==> src/rtl/gfx_render_arbiter.sv <==
// Round-robin arbiter sharing one pixel renderer between num_req producers.
// The granted producer's pixel is captured and held stable for the whole
// renderer transaction; a one-cycle ack is returned when the renderer is done.
module gfx_render_arbiter #(
    parameter int unsigned point_width = 16,
    parameter int unsigned num_req     = 3,
    parameter int unsigned ptr_width   = 2
) (
    input  logic                           clk_i,
    input  logic                           rst_i,
    input  logic [num_req-1:0]             req_write_i,
    input  logic [num_req*point_width-1:0] req_x_i,
    input  logic [num_req*point_width-1:0] req_y_i,
    input  logic [num_req*point_width-1:0] req_z_i,
    input  logic [num_req-1:0]             req_zbuffer_enable_i,
    input  logic [num_req*32-1:0]          req_color_i,
    output logic [num_req-1:0]             req_ack_o,
    output logic [point_width-1:0]         pixel_x_o,
    output logic [point_width-1:0]         pixel_y_o,
    output logic [point_width-1:0]         pixel_z_o,
    output logic                           zbuffer_enable_o,
    output logic [31:0]                    color_o,
    output logic                           write_o,
    input  logic                           ack_i,
    output logic [ptr_width-1:0]           grant_o,
    output logic                           busy_o
);

    typedef enum logic [1:0] {
        IDLE  = 2'd0,
        ISSUE = 2'd1,
        WAIT  = 2'd2
    } state_t;

    state_t                 state_q, state_d;
    logic [ptr_width-1:0]   ptr_q, ptr_d;
    logic [ptr_width-1:0]   grant_q, grant_d;
    logic [num_req-1:0]     req_ack_q, req_ack_d;
    logic [point_width-1:0] x_q, x_d;
    logic [point_width-1:0] y_q, y_d;
    logic [point_width-1:0] z_q, z_d;
    logic                   ze_q, ze_d;
    logic [31:0]            color_q, color_d;
    logic                   write_q, write_d;
    logic                   busy_q, busy_d;

    // Arbitration signals
    logic [num_req-1:0]     eff_req;
    logic [num_req-1:0]     rot_req;
    logic                   found;
    logic [ptr_width-1:0]   sel;
    int unsigned            idx;
    logic [point_width-1:0] sel_x, sel_y, sel_z;
    logic                   sel_ze;
    logic [31:0]            sel_color;

    // Round-robin pick: rotate the masked request vector so the pointer sits
    // at bit 0, take the first set bit, then map it back to a requester index.
    always_comb begin
        eff_req = req_write_i & ~req_ack_q;
        rot_req = num_req'({eff_req, eff_req} >> ptr_q);
        found   = 1'b0;
        sel     = '0;
        idx     = 0;
        for (int unsigned j = 0; j < num_req; j++) begin
            idx = 32'(ptr_q) + j;
            if (idx >= num_req) begin
                idx = idx - num_req;
            end
            if (!found && rot_req[j]) begin
                found = 1'b1;
                sel   = ptr_width'(idx);
            end
        end
    end

    // Select the winning requester's pixel slice
    always_comb begin
        sel_x     = '0;
        sel_y     = '0;
        sel_z     = '0;
        sel_ze    = 1'b0;
        sel_color = '0;
        for (int unsigned k = 0; k < num_req; k++) begin
            if (sel == ptr_width'(k)) begin
                sel_x     = req_x_i[k*point_width +: point_width];
                sel_y     = req_y_i[k*point_width +: point_width];
                sel_z     = req_z_i[k*point_width +: point_width];
                sel_ze    = req_zbuffer_enable_i[k];
                sel_color = req_color_i[k*32 +: 32];
            end
        end
    end

    // Next-state and registered-output logic
    always_comb begin
        state_d   = state_q;
        ptr_d     = ptr_q;
        grant_d   = grant_q;
        req_ack_d = '0;
        x_d       = x_q;
        y_d       = y_q;
        z_d       = z_q;
        ze_d      = ze_q;
        color_d   = color_q;
        write_d   = 1'b0;
        case (state_q)
            IDLE: begin
                if (found) begin
                    x_d     = sel_x;
                    y_d     = sel_y;
                    z_d     = sel_z;
                    ze_d    = sel_ze;
                    color_d = sel_color;
                    grant_d = sel;
                    write_d = 1'b1;
                    state_d = ISSUE;
                end
            end
            ISSUE: begin
                state_d = WAIT;
            end
            WAIT: begin
                if (ack_i) begin
                    for (int unsigned k = 0; k < num_req; k++) begin
                        req_ack_d[k] = (grant_q == ptr_width'(k));
                    end
                    if (grant_q == ptr_width'(num_req - 1)) begin
                        ptr_d = '0;
                    end else begin
                        ptr_d = grant_q + ptr_width'(1);
                    end
                    state_d = IDLE;
                end
            end
            default: begin
                state_d = IDLE;
            end
        endcase
        busy_d = (state_d != IDLE);
    end

    // State and output registers, cleared asynchronously by rst_i
    always_ff @(posedge clk_i or posedge rst_i) begin
        if (rst_i) begin
            state_q   <= IDLE;
            ptr_q     <= '0;
            grant_q   <= '0;
            req_ack_q <= '0;
            x_q       <= '0;
            y_q       <= '0;
            z_q       <= '0;
            ze_q      <= 1'b0;
            color_q   <= '0;
            write_q   <= 1'b0;
            busy_q    <= 1'b0;
        end else begin
            state_q   <= state_d;
            ptr_q     <= ptr_d;
            grant_q   <= grant_d;
            req_ack_q <= req_ack_d;
            x_q       <= x_d;
            y_q       <= y_d;
            z_q       <= z_d;
            ze_q      <= ze_d;
            color_q   <= color_d;
            write_q   <= write_d;
            busy_q    <= busy_d;
        end
    end

    assign req_ack_o        = req_ack_q;
    assign pixel_x_o        = x_q;
    assign pixel_y_o        = y_q;
    assign pixel_z_o        = z_q;
    assign zbuffer_enable_o = ze_q;
    assign color_o          = color_q;
    assign write_o          = write_q;
    assign grant_o          = grant_q;
    assign busy_o           = busy_q;

endmodule

==> config.mk <==
export PLATFORM = sky130hd
export DESIGN_NAME = gfx_render_arbiter
export DESIGN_NICKNAME = d
export VERILOG_FILES = /design/src/rtl/gfx_render_arbiter.sv
export SDC_FILE = /design/constraint.sdc
export NUM_CORES = 1
export LEC_CHECK = 0
export BUFFER_PORTS_ARGS = -buffer_cell sky130_fd_sc_hd__buf_4
export CORE_AREA = 4 4 128 130
export DETAILED_ROUTE_END_ITERATION = 6
export DIE_AREA = 0 0 132 134
export PLACE_DENSITY = 0.75
export RECOVER_POWER = 50
export SYNTH_ARGS = -nofsm -noshare
export SYNTH_HDL_FRONTEND = slang
export SYNTH_SLANG_ARGS = --single-unit
==> constraint.sdc <==
create_clock -name clk_i -period 3.28 [get_ports clk_i]
set_clock_uncertainty 0.1 [all_clocks]
set_input_delay 0.656 -clock clk_i [delete_from_list [all_inputs] [get_ports clk_i]]
set_output_delay 0.656 -clock clk_i [all_outputs]
set_load 0.005 [all_outputs]
# ---- After elaboration in Yosys (flattened, before gate mapping)
# Index checks and enable logic that the tools add are counted.
dict set report totals {
  regBits 92
  latch_bits 0
  mem_bits_rw 0
  rom_bits 0
  input_bits 249
  out_inout_bits 88
  word_cells 71
  mem_count 0
}
dict set report op_classes {
  addsub 6
  mul 0
  n_div 0
  magnitude_cmp 3
  eq_ne 6
  n_shift 1
  n_mux 32
  bitwise 2
  reduce_logical 10
}
# cell count
set op_table {}
lappend op_table {{2-to-1 mux 16 bit} 9}
lappend op_table {{2-to-1 mux 32 bit} 3}
lappend op_table {{2-to-1 mux 2 bit} 9}
lappend op_table {{2-to-1 mux 1 bit} 8}
lappend op_table {{== test 2 x 1 -> 1 bit (second input constant)} 3}
lappend op_table {{== test 2 bit (second input constant)} 3}
lappend op_table {{greater-or-equal comparator 3 x 2 -> 1 bit (second input constant)} 2}
lappend op_table {{zero test 2 bit} 3}
lappend op_table {{2-to-1 mux 3 bit} 2}
lappend op_table {{case mux 2 bit (3 select lines)} 1}
lappend op_table {{right shift 6 x 2 -> 3 bit} 1}
lappend op_table {{subtractor 2 bit (second input constant)} 3}
lappend op_table {{AND reduction 2 bit} 2}
lappend op_table {{adder 2 x 1 -> 3 bit (second input constant)} 1}
lappend op_table {{adder 2 x 2 -> 3 bit (second input constant)} 1}
lappend op_table {{AND 3 bit} 1}
lappend op_table {{NOT 3 bit} 1}
lappend op_table {{adder 2 x 1 -> 2 bit (second input constant)} 1}
lappend op_table {{greater-or-equal comparator 2 bit (second input constant)} 1}
lappend op_table {{logical AND 1 bit} 2}
lappend op_table {{zero test 1 bit} 2}
lappend op_table {{nonzero test 2 bit} 1}

# ---- Logic depth before layout (Yosys ltp)
# Gate-level depths: netlist of run 1.
dict set report logic_depth {
  depth_word 14
  ltp_mapped 11
  mapped_depth_nobuf 9
}

# ---- Worst setup path after synthesis of run 1
# No wires, ideal clock.
dict set report synth_timing {
  path_type {reg2reg}
  start {register ptr_q[0]}
  end {register x_q[0], in the netlist pixel_x_o[0]}
  setup_time_ns 0.132
  arrival_time_ns 2.464
  required_time_ns 3.048
  path_slack_ns 0.584
  path_stages_with_launch 12
  cell_sequence {dfrtp_1 buf_6 inv_1 ha_1 nand2_1 or3_1 a32o_2 o21ai_2 mux2i_4 buf_2 a222oi_1 o21ai_1}
}
dict set report synth_between {
  elab_chain_len 12
  elab_cells_between_ends 29
}
# element line_no
set synth_lines {}
lappend synth_lines {{start: declaration} 36} ;# logic [ptr_width-1:0] ptr_q, ptr_d;
lappend synth_lines {{start signal: assignment} 159} ;# ptr_q <= ptr_d;
lappend synth_lines {{parallel branches: the longest is 12 deep, another holds adder 2 x 1 -> 3 bit} --}
lappend synth_lines {{end signal: assignment} 150} ;# x_q <= '0;
lappend synth_lines {{end signal: assignment} 162} ;# x_q <= x_d;
lappend synth_lines {{end: declaration} 39} ;# logic [point_width-1:0] x_q, x_d;
# Parallel ways; which one is timed is not known.
# A chain may end at the register's enable or synchronous reset.

# ---- Final worst setup path of run 1
dict set report layout_timing {
  start {register ptr_q[0]}
  end {register z_q[15], in the netlist pixel_z_o[15]}
}
dict set report layout_between {
  elab_chain_len 12
  elab_cells_between_ends 29
}
# element line_no
set layout_lines {}
lappend layout_lines {{parallel branches: the longest is 12 deep, another holds adder 2 x 1 -> 3 bit} --}
lappend layout_lines {{end signal: assignment} 164} ;# z_q <= z_d;
lappend layout_lines {{end: declaration} 41} ;# logic [point_width-1:0] z_q, z_d;
# Parallel ways; which one is timed is not known.

==> metrics.txt, run 1 <==
ANT nets after route=0; Worst R2R Setup Slack=0.31 ns; Post-synth ARST share=100%; clk sinks=92; die extent in x=132 um; Worst Path Arrival=3.05 ns; final WL=18.0 mm; largest net degree at the start of global routing=154; DRT iter0 DRCs=544; final core utilization=51.0%; total gr overflow=0; CTS clk-pin slew, worst paths=0.07 ns; Final Hold Fails=0; PwrDens=1060 nW/um^2; fin nets=1056; r2r worst-path depth=10; fin. max-slew vios=47; via count=5258; syn_nets=739; number of synthesized register bits=92; P_leak=3.68 nW; Clock Tree Buf Depth=2; CP startpoint=ptr_q[0]; GP Congestion=0.877; fmax=337 MHz; vias in the first global route=5168; # rows=45; core box area=15100 sq um; crit end category=flip-flop; max_slew headroom=-18.9%; Compound-Gate Fraction of Synth Area=33.6%; global-route wire length before repair=27.5 mm; proportion of layout cells with a drive suffix above 1=45.4%; DP HPWL=13.5 mm; Unique masters post-synth=56; reg-to-reg endpoint=pixel_z_o[15]; number of fill cells=1412; dpl cells=981; CTS tree=yes; max-cap violation count=1; Root Buffer=clkbuf_16; post-CTS setup buffer count=0; ys flop type=dfrtp_1; Area Growth Syn to Fin=61.5%; reg-to-reg startpoint=ptr_q[0]; largest family of logic cells by synthesized area=compound AO/OA/AOI/OAI gates; sequential fraction of the synthesis area=48.1%; # diodes=0; post-synthesis adder-cell area fraction=0.785%; most frequent cells in the layout=305 x buf_4, 92 x dfrtp_1, 87 x nand2_1; Num CTS Buffers=9; Cells after Synth=487; failing checks=max-capacitance violations, max-slew violations; synthesized area per cell=9.82 sq um; crit start category=flip-flop; commonest non-fill, non-tap cell in the layout=buf_4; minimum clock period=2.97 ns; RSZ-0062 raised after global routing=no; Worst-Margin Slew=1.78 ns; post-synthesis mux area share=0.916%; Final Instance Count excl. Fillers=997; DRC viols=0; insertion delay to the later sink of the worst-skew pair=0.34 ns; setup_tns=0 ns; post-synth top area cell=dfrtp_1; DRT Pass-1 Iters=6; simple-gate share of the synthesized area=11.0%; Resized Gates After CTS=0; HP Class=flip-flop to flip-flop; Die Span Y=134 um; XOR/XNOR Fraction of Synth Area=0%; IO Count=337; Peak VDD IR=0.595 mV; Port Buffers=336; EDFF count, synth=0; Synth Warn #=0; Setup crit end=pixel_z_o[15]; # H-tree levels=3; area share of the largest cell type after synthesis=48.1%; CP required=3.36 ns; routed vias/inst=5.27; Synth Cell Area=4780 sq um; WL per Instance=18.0 um; gr usage total=19.3%; Starting Density=31.6%; initial antenna violation count=0; crit-path max FO=24; period utilisation layout=90.4%; hold_buf cts=0; die area=17700 sq um; synth top area cells=dfrtp_1 48%, a222oi_1 11%, nand2_1 6.8%; status=finished, violations left; Setup CP Type=flip-flop to flip-flop; setup violators final=0
## metrics by stage
step | power (mW) | setup WS [ns] | cell area [sq um] | hold slack, ns
final | 8.15 | 0.315 | 7720 | 0.376
after global routing | 8.79 | 0.108 | 7720 | 0.405
after CTS | 8.34 | 0.304 | 7790 | 0.319
after detailed placement | 7.28 | 0.320 | 7500 | 0.367
after global placement | 7.20 | 0.423 | 7500 | 0.363
after floorplan | 5.33 | 0.132 | 4780 | 0.373
## report_power, final
group,switching (mW),leakage [nW],internal [mW],total (mW)
Clock,0.444,0.142,0.591,1.04
Sequential,0.302,1.14,1.71,2.01
Combinational,2.79,2.39,2.31,5.11
Total,3.54,3.68,4.61,8.15
## worst max-delay path: stages (launching register included)
cell and delay, ns:
dfrtp_1 0.42, inv_1 0.10, ha_1 0.45, nand2_1 0.10
or3_1 0.31, a32o_2 0.35, o21ai_2 0.12, mux2i_4 0.12
buf_4 0.23, a222oi_1 0.37, o21ai_0 0.14
## cells in the mapped netlist, drive strengths merged, types with 2 or more instances
master   number
a222oi       52
a21o          2
nand2        87
a221oi        2
a2bb2oi       2
o31ai        16
o21a         12
dfrtp        92
a32o          2
a21oi        28
clkbuf       19
ha            3
o22ai        19
inv           6
nand3b        2
nand2b        6
a311o         2
o21ai        82
nor3b         3
and2b         2
buf          25
mux2i         2
## registers in the layout (all words and copies together) (netlist names)
register and flops:
busy_o 1, color_o 32, grant_o 2, pixel_x_o 16, pixel_y_o 16, pixel_z_o 16, ptr_q 2, req_ack_o 3
state_q 2, write_o 1, zbuffer_enable_o 1
## layout make-up
| class | instances | area (sq um) | share of cell area (%) |
|---|---|---|---|
| clock buffer | 10 | 229 | 2.97 |
| clock inverter | 6 | 65.1 | 0.843 |
| inverter | 6 | 22.5 | 0.292 |
| multi-input combinational | 345 | 2230 | 28.9 |
| sequential | 92 | 2300 | 29.8 |
| tap | 188 | 235 | 3.05 |
| timing repair buffer | 350 | 2630 | 34.1 |
## metal layers
layer	part of all wire (%)	global-route usage, %	vias to the layer above
met1	39	23.8	2471
li1	-	-	2523
met3	7.3	4.69	31
met5	0	0	-
met2	51	32.5	233
met4	2.5	7.70	0
## cell families (layout without fill, tap and decap cells)
logic type,Yosys count,count (layout)
buffers and inverters,50,372
and+or+nand+nor,114,114
adders and majority gates,3,3
DFF,92,92
muxes,3,3
AOI/OAI and AO/OA,225,225
## how the worst min path moves through the flow
| stage | depth (start not counted) | endpoint | from | slack [ns] |
|---|---|---|---|---|
| CTS | 2 | pixel_y_o[9] | rst_i | 0.32 |
| finish | 2 | color_o[19] | color_o[19] | 0.38 |
| floorplan | 2 | color_o[14] | color_o[14] | 0.37 |
| detailed placement | 2 | color_o[19] | color_o[19] | 0.37 |
| global placement | 2 | zbuffer_enable_o | zbuffer_enable_o | 0.36 |
| global route | 2 | color_o[14] | color_o[14] | 0.40 |
No activity file was read; power rests on OpenSTA's default activity.
==> inputs of run 2 (changes only) <==
ABC_AREA = 1   (was not set)
CORE_AREA = 4 4 130 132   (was 4 4 128 130)
DIE_AREA = 0 0 134 136   (was 0 0 132 134)
PLACE_DENSITY = 0.82   (was 0.75)
==> run 2 against run 1 <==
- the flow finishes with violations (design-rule violations, max-capacitance violations, max-slew violations)
- synthesized area increased by 26%
- clock-buffer cell count unchanged
- design area increased by 15%
- first-iteration DRC count decreased by 26%
- via count increased by 34%
- non-clock buffer count decreased by 2
- die area increased by 3.0%
- utilization increased by 5.4 points
- global-route usage increased by 2.9 points
- clock power increased by 11%
- critical path type unchanged
- highest routed layer unchanged
==> metrics.txt, run 2 <==
r2r worst-path depth=13 (was 10); Design Area, Final=8860 sq um (was 7720 sq um); # diodes=0 (unchanged); Resized Gates After CTS=0 (unchanged); syn_nets=1163 (was 739); status=finished, violations left (unchanged); Cells after Synth=911 (was 487); proportion of layout cells with a drive suffix above 1=30.4% (was 45.4%); Starting Density=38.3% (was 31.6%); CP max stage cell=dfrtp_1 (was ha_1); CTS tree=yes (unchanged); final core utilization=56.4% (was 51.0%); insertion delay to the later sink of the worst-skew pair=0.34 ns (about the same); Unique masters post-synth=24 (was 56); routed vias/inst=4.95 (was 5.27); Peak VDD IR=1.29 mV (was 0.595 mV); # H-tree levels=3 (unchanged); Hold EP=color_o[23] (was color_o[19]); synthesized area per cell=6.60 sq um (was 9.82 sq um); largest net degree at the start of global routing=141 (was 154); vias in the first global route=6534 (was 5168); DRT Pass-1 Iters=7 (was 6); hold_buf cts=0 (unchanged); Setup CP Type=flip-flop to flip-flop (unchanged); Root Buffer=clkbuf_16 (unchanged); total gr overflow=0 (unchanged); crit end category=flip-flop (unchanged); Post-synth ARST share=100% (unchanged); period utilisation layout=71.9% (was 90.4%); IO Count=337 (unchanged); number of fill cells=1556 (was 1412); DRT iter0 DRCs=404 (was 544); commonest cells in the netlist=265 x nand2_1, 194 x nand3_1, 167 x nor2_1, 92 x dfrtp_1, 43 x buf_2 (was 92 x dfrtp_1, 87 x nand2_1, 63 x o21ai_1, 52 x a222oi_1, 28 x a21oi_1); crit start category=flip-flop (unchanged); die extent in x=134 um (was 132 um); CP Cell Sequence=inv_2 > nand3_1 > nand2_1 > nand2_1 > nand2_2 > nand3_2 > nor2_2 > nor2_4 > buf_12 > nand3_1 > nand2_1 > nor2_1 > nor2_1 (was inv_1 > ha_1 > nand2_1 > or3_1 > a32o_2 > o21ai_2 > mux2i_4 > buf_4 > a222oi_1 > o21ai_0); Area Growth Syn to Fin=47.3% (was 61.5%); Worst Path Arrival=2.53 ns (was 3.05 ns); gr usage total=22.2% (was 19.3%); DP HPWL=15.6 mm (was 13.5 mm); max reg flops=32 (unchanged); Synth Warn #=0 (unchanged); most frequent cells in the layout=303 x buf_4, 265 x nand2_1, 194 x nand3_1 (was 305 x buf_4, 92 x dfrtp_1, 87 x nand2_1); PwrDens=1170 nW/um^2 (was 1060 nW/um^2); WHS=0.382 ns (was 0.376 ns); register area=2300 sq um (unchanged); Hold Path Depth=2 (unchanged); P_leak=4.70 nW (was 3.68 nW); crit-path max FO=140 (was 24); max_slew headroom=-43.3% (was -18.9%); setup_tns=0 ns (unchanged); placed cell areas=8600 sq um (was 7500 sq um); synth top area cells=dfrtp_1 38%, nand2_1 17%, nand3_1 16% (was dfrtp_1 48%, a222oi_1 11%, nand2_1 6.8%); EDFF count, synth=0 (unchanged); fin. max-slew vios=44 (was 47); failing checks=design-rule violations, max-capacitance violations, max-slew violations (was max-capacitance violations, max-slew violations); area share of the largest cell type after synthesis=38.3% (was 48.1%); reg-to-reg startpoint=ptr_q[0] (unchanged); global-route wire length before repair=32.6 mm (was 27.5 mm); ANT nets after route=0 (unchanged); hold_sp=color_o[23] (was color_o[19]); ys flop type=dfrtp_1 (unchanged); post-synth top area cell=dfrtp_1 (unchanged); Crit path top cell by count=nand2_1; HP Class=flip-flop to flip-flop (unchanged); WL per Instance=14.8 um (was 18.0 um); via count=7057 (was 5258); Port Buffers=336 (unchanged); fmax=424 MHz (was 337 MHz); Die Span Y=136 um (was 134 um); slowest stage delay, CP=0.44 ns (was 0.45 ns); die area=18200 sq um (was 17700 sq um); Clock Tree Buf Depth=2 (unchanged); number of synthesized register bits=92 (unchanged); reg-to-reg endpoint=pixel_z_o[9] (was pixel_z_o[15]); Worst R2R Setup Slack=0.92 ns (was 0.31 ns); # rows=46 (was 45); GP Congestion=0.874 (was 0.877); sequential fraction of the synthesis area=38.3% (was 48.1%); initial antenna violation count=0 (unchanged); clk sinks=92 (unchanged); post-CTS setup buffer count=0 (unchanged); DRC viols=5 (was 0); commonest non-fill, non-tap cell in the layout=buf_4 (unchanged); Synth Cell Area=6010 sq um (was 4780 sq um); most frequent cell after synthesis=nand2_1 (was dfrtp_1); max-cap violation count=1 (unchanged); CP required=3.45 ns (was 3.36 ns); minimum clock period=2.36 ns (was 2.97 ns); core box area=15700 sq um (was 15100 sq um); RSZ-0062 raised after global routing=no (unchanged); fin nets=1456 (was 1056); setup violators final=0 (unchanged); Worst-Margin Slew=2.14 ns (was 1.78 ns); CTS clk-pin slew, worst paths=0.07 ns (about the same); Final Hold Fails=0 (unchanged); Num CTS Buffers=9 (unchanged); final WL=21.1 mm (was 18.0 mm); area of the multi-input gates=3170 sq um (was 2230 sq um)
run 2: cell count changes in the layout (fill, tap and decap cells not counted), sizes merged, moves of 39 or more:
| cell | change |
|---|---|
| inv | +39 |
| a222oi | -52 |
| nand2 | +185 |
| o21ai | -51 |
| nor2 | +170 |
| nand3 | +198 |
run 2: per-stage QoR:
stage               total power [mW]  setup slack (ns)  instances
CTS                             10.5             0.971       1425
finish                          10.4             0.922       1425
floorplan                       7.22             0.132        911
detailed placement              9.37             0.768       1409
global route                    11.4             0.743       1425
global placement                9.16             0.847       1409
run 2: cell type report:
class,instances,area share (%)
flip-flops and latches,92,26.0
clock buffers,10,2.70
well taps,216,3.05
clock inverters,6,0.989
repair buffers,348,29.5
inverters,46,1.99
multi-input cells,707,35.7
run 2: how the worst max path moves through the flow:
| stage | from | end | slack, ns | depth (start not counted) |
|---|---|---|---|---|
| after floorplan | rst_i | busy_o | 0.13 | 1 |
| after global placement | req_write_i[1] | pixel_x_o[4] | 0.85 | 12 |
| after detailed placement | req_write_i[1] | color_o[22] | 0.77 | 13 |
| after CTS | ptr_q[0] | color_o[5] | 0.97 | 11 |
| after global routing | ptr_q[0] | pixel_z_o[9] | 0.74 | 13 |
| final | ptr_q[0] | pixel_z_o[9] | 0.92 | 13 |
run 2: per-layer routing:
metal	share of wire (%)	track usage, %	up-vias	wire, um
met5	0	0	-	0
met2	50	38.5	295	10600
met4	3.3	9.43	0	706
li1	-	-	3492	-
met1	39	27.2	3222	8280
met3	7.3	4.18	48	1540
run 2: logic make-up (layout without fill, tap and decap cells):
| kind of cell | count (synthesis) | count (layout) | synth area share [%] |
|---|---|---|---|
| and+or+nand+nor | 671 | 671 | 49.2 |
| DFF | 92 | 92 | 38.3 |
| AOI/OAI and AO/OA | 33 | 33 | 2.81 |
| adders and majority gates | 3 | 3 | 0.624 |
| buffers and inverters | 112 | 410 | 9.09 |
run 2: power breakdown:
group / internal [mW] / switching (mW)
clock: 0.688 / 0.464
sequential: 1.76 / 0.331
combinational: 2.61 / 4.51
run 2: critical path, delay by kind of cell, from the launching register on:
kind / cells / cell delay (ns)
simple gates: 11 / 1.10
buf+inv: 2 / 0.53
flops: 1 / 0.44
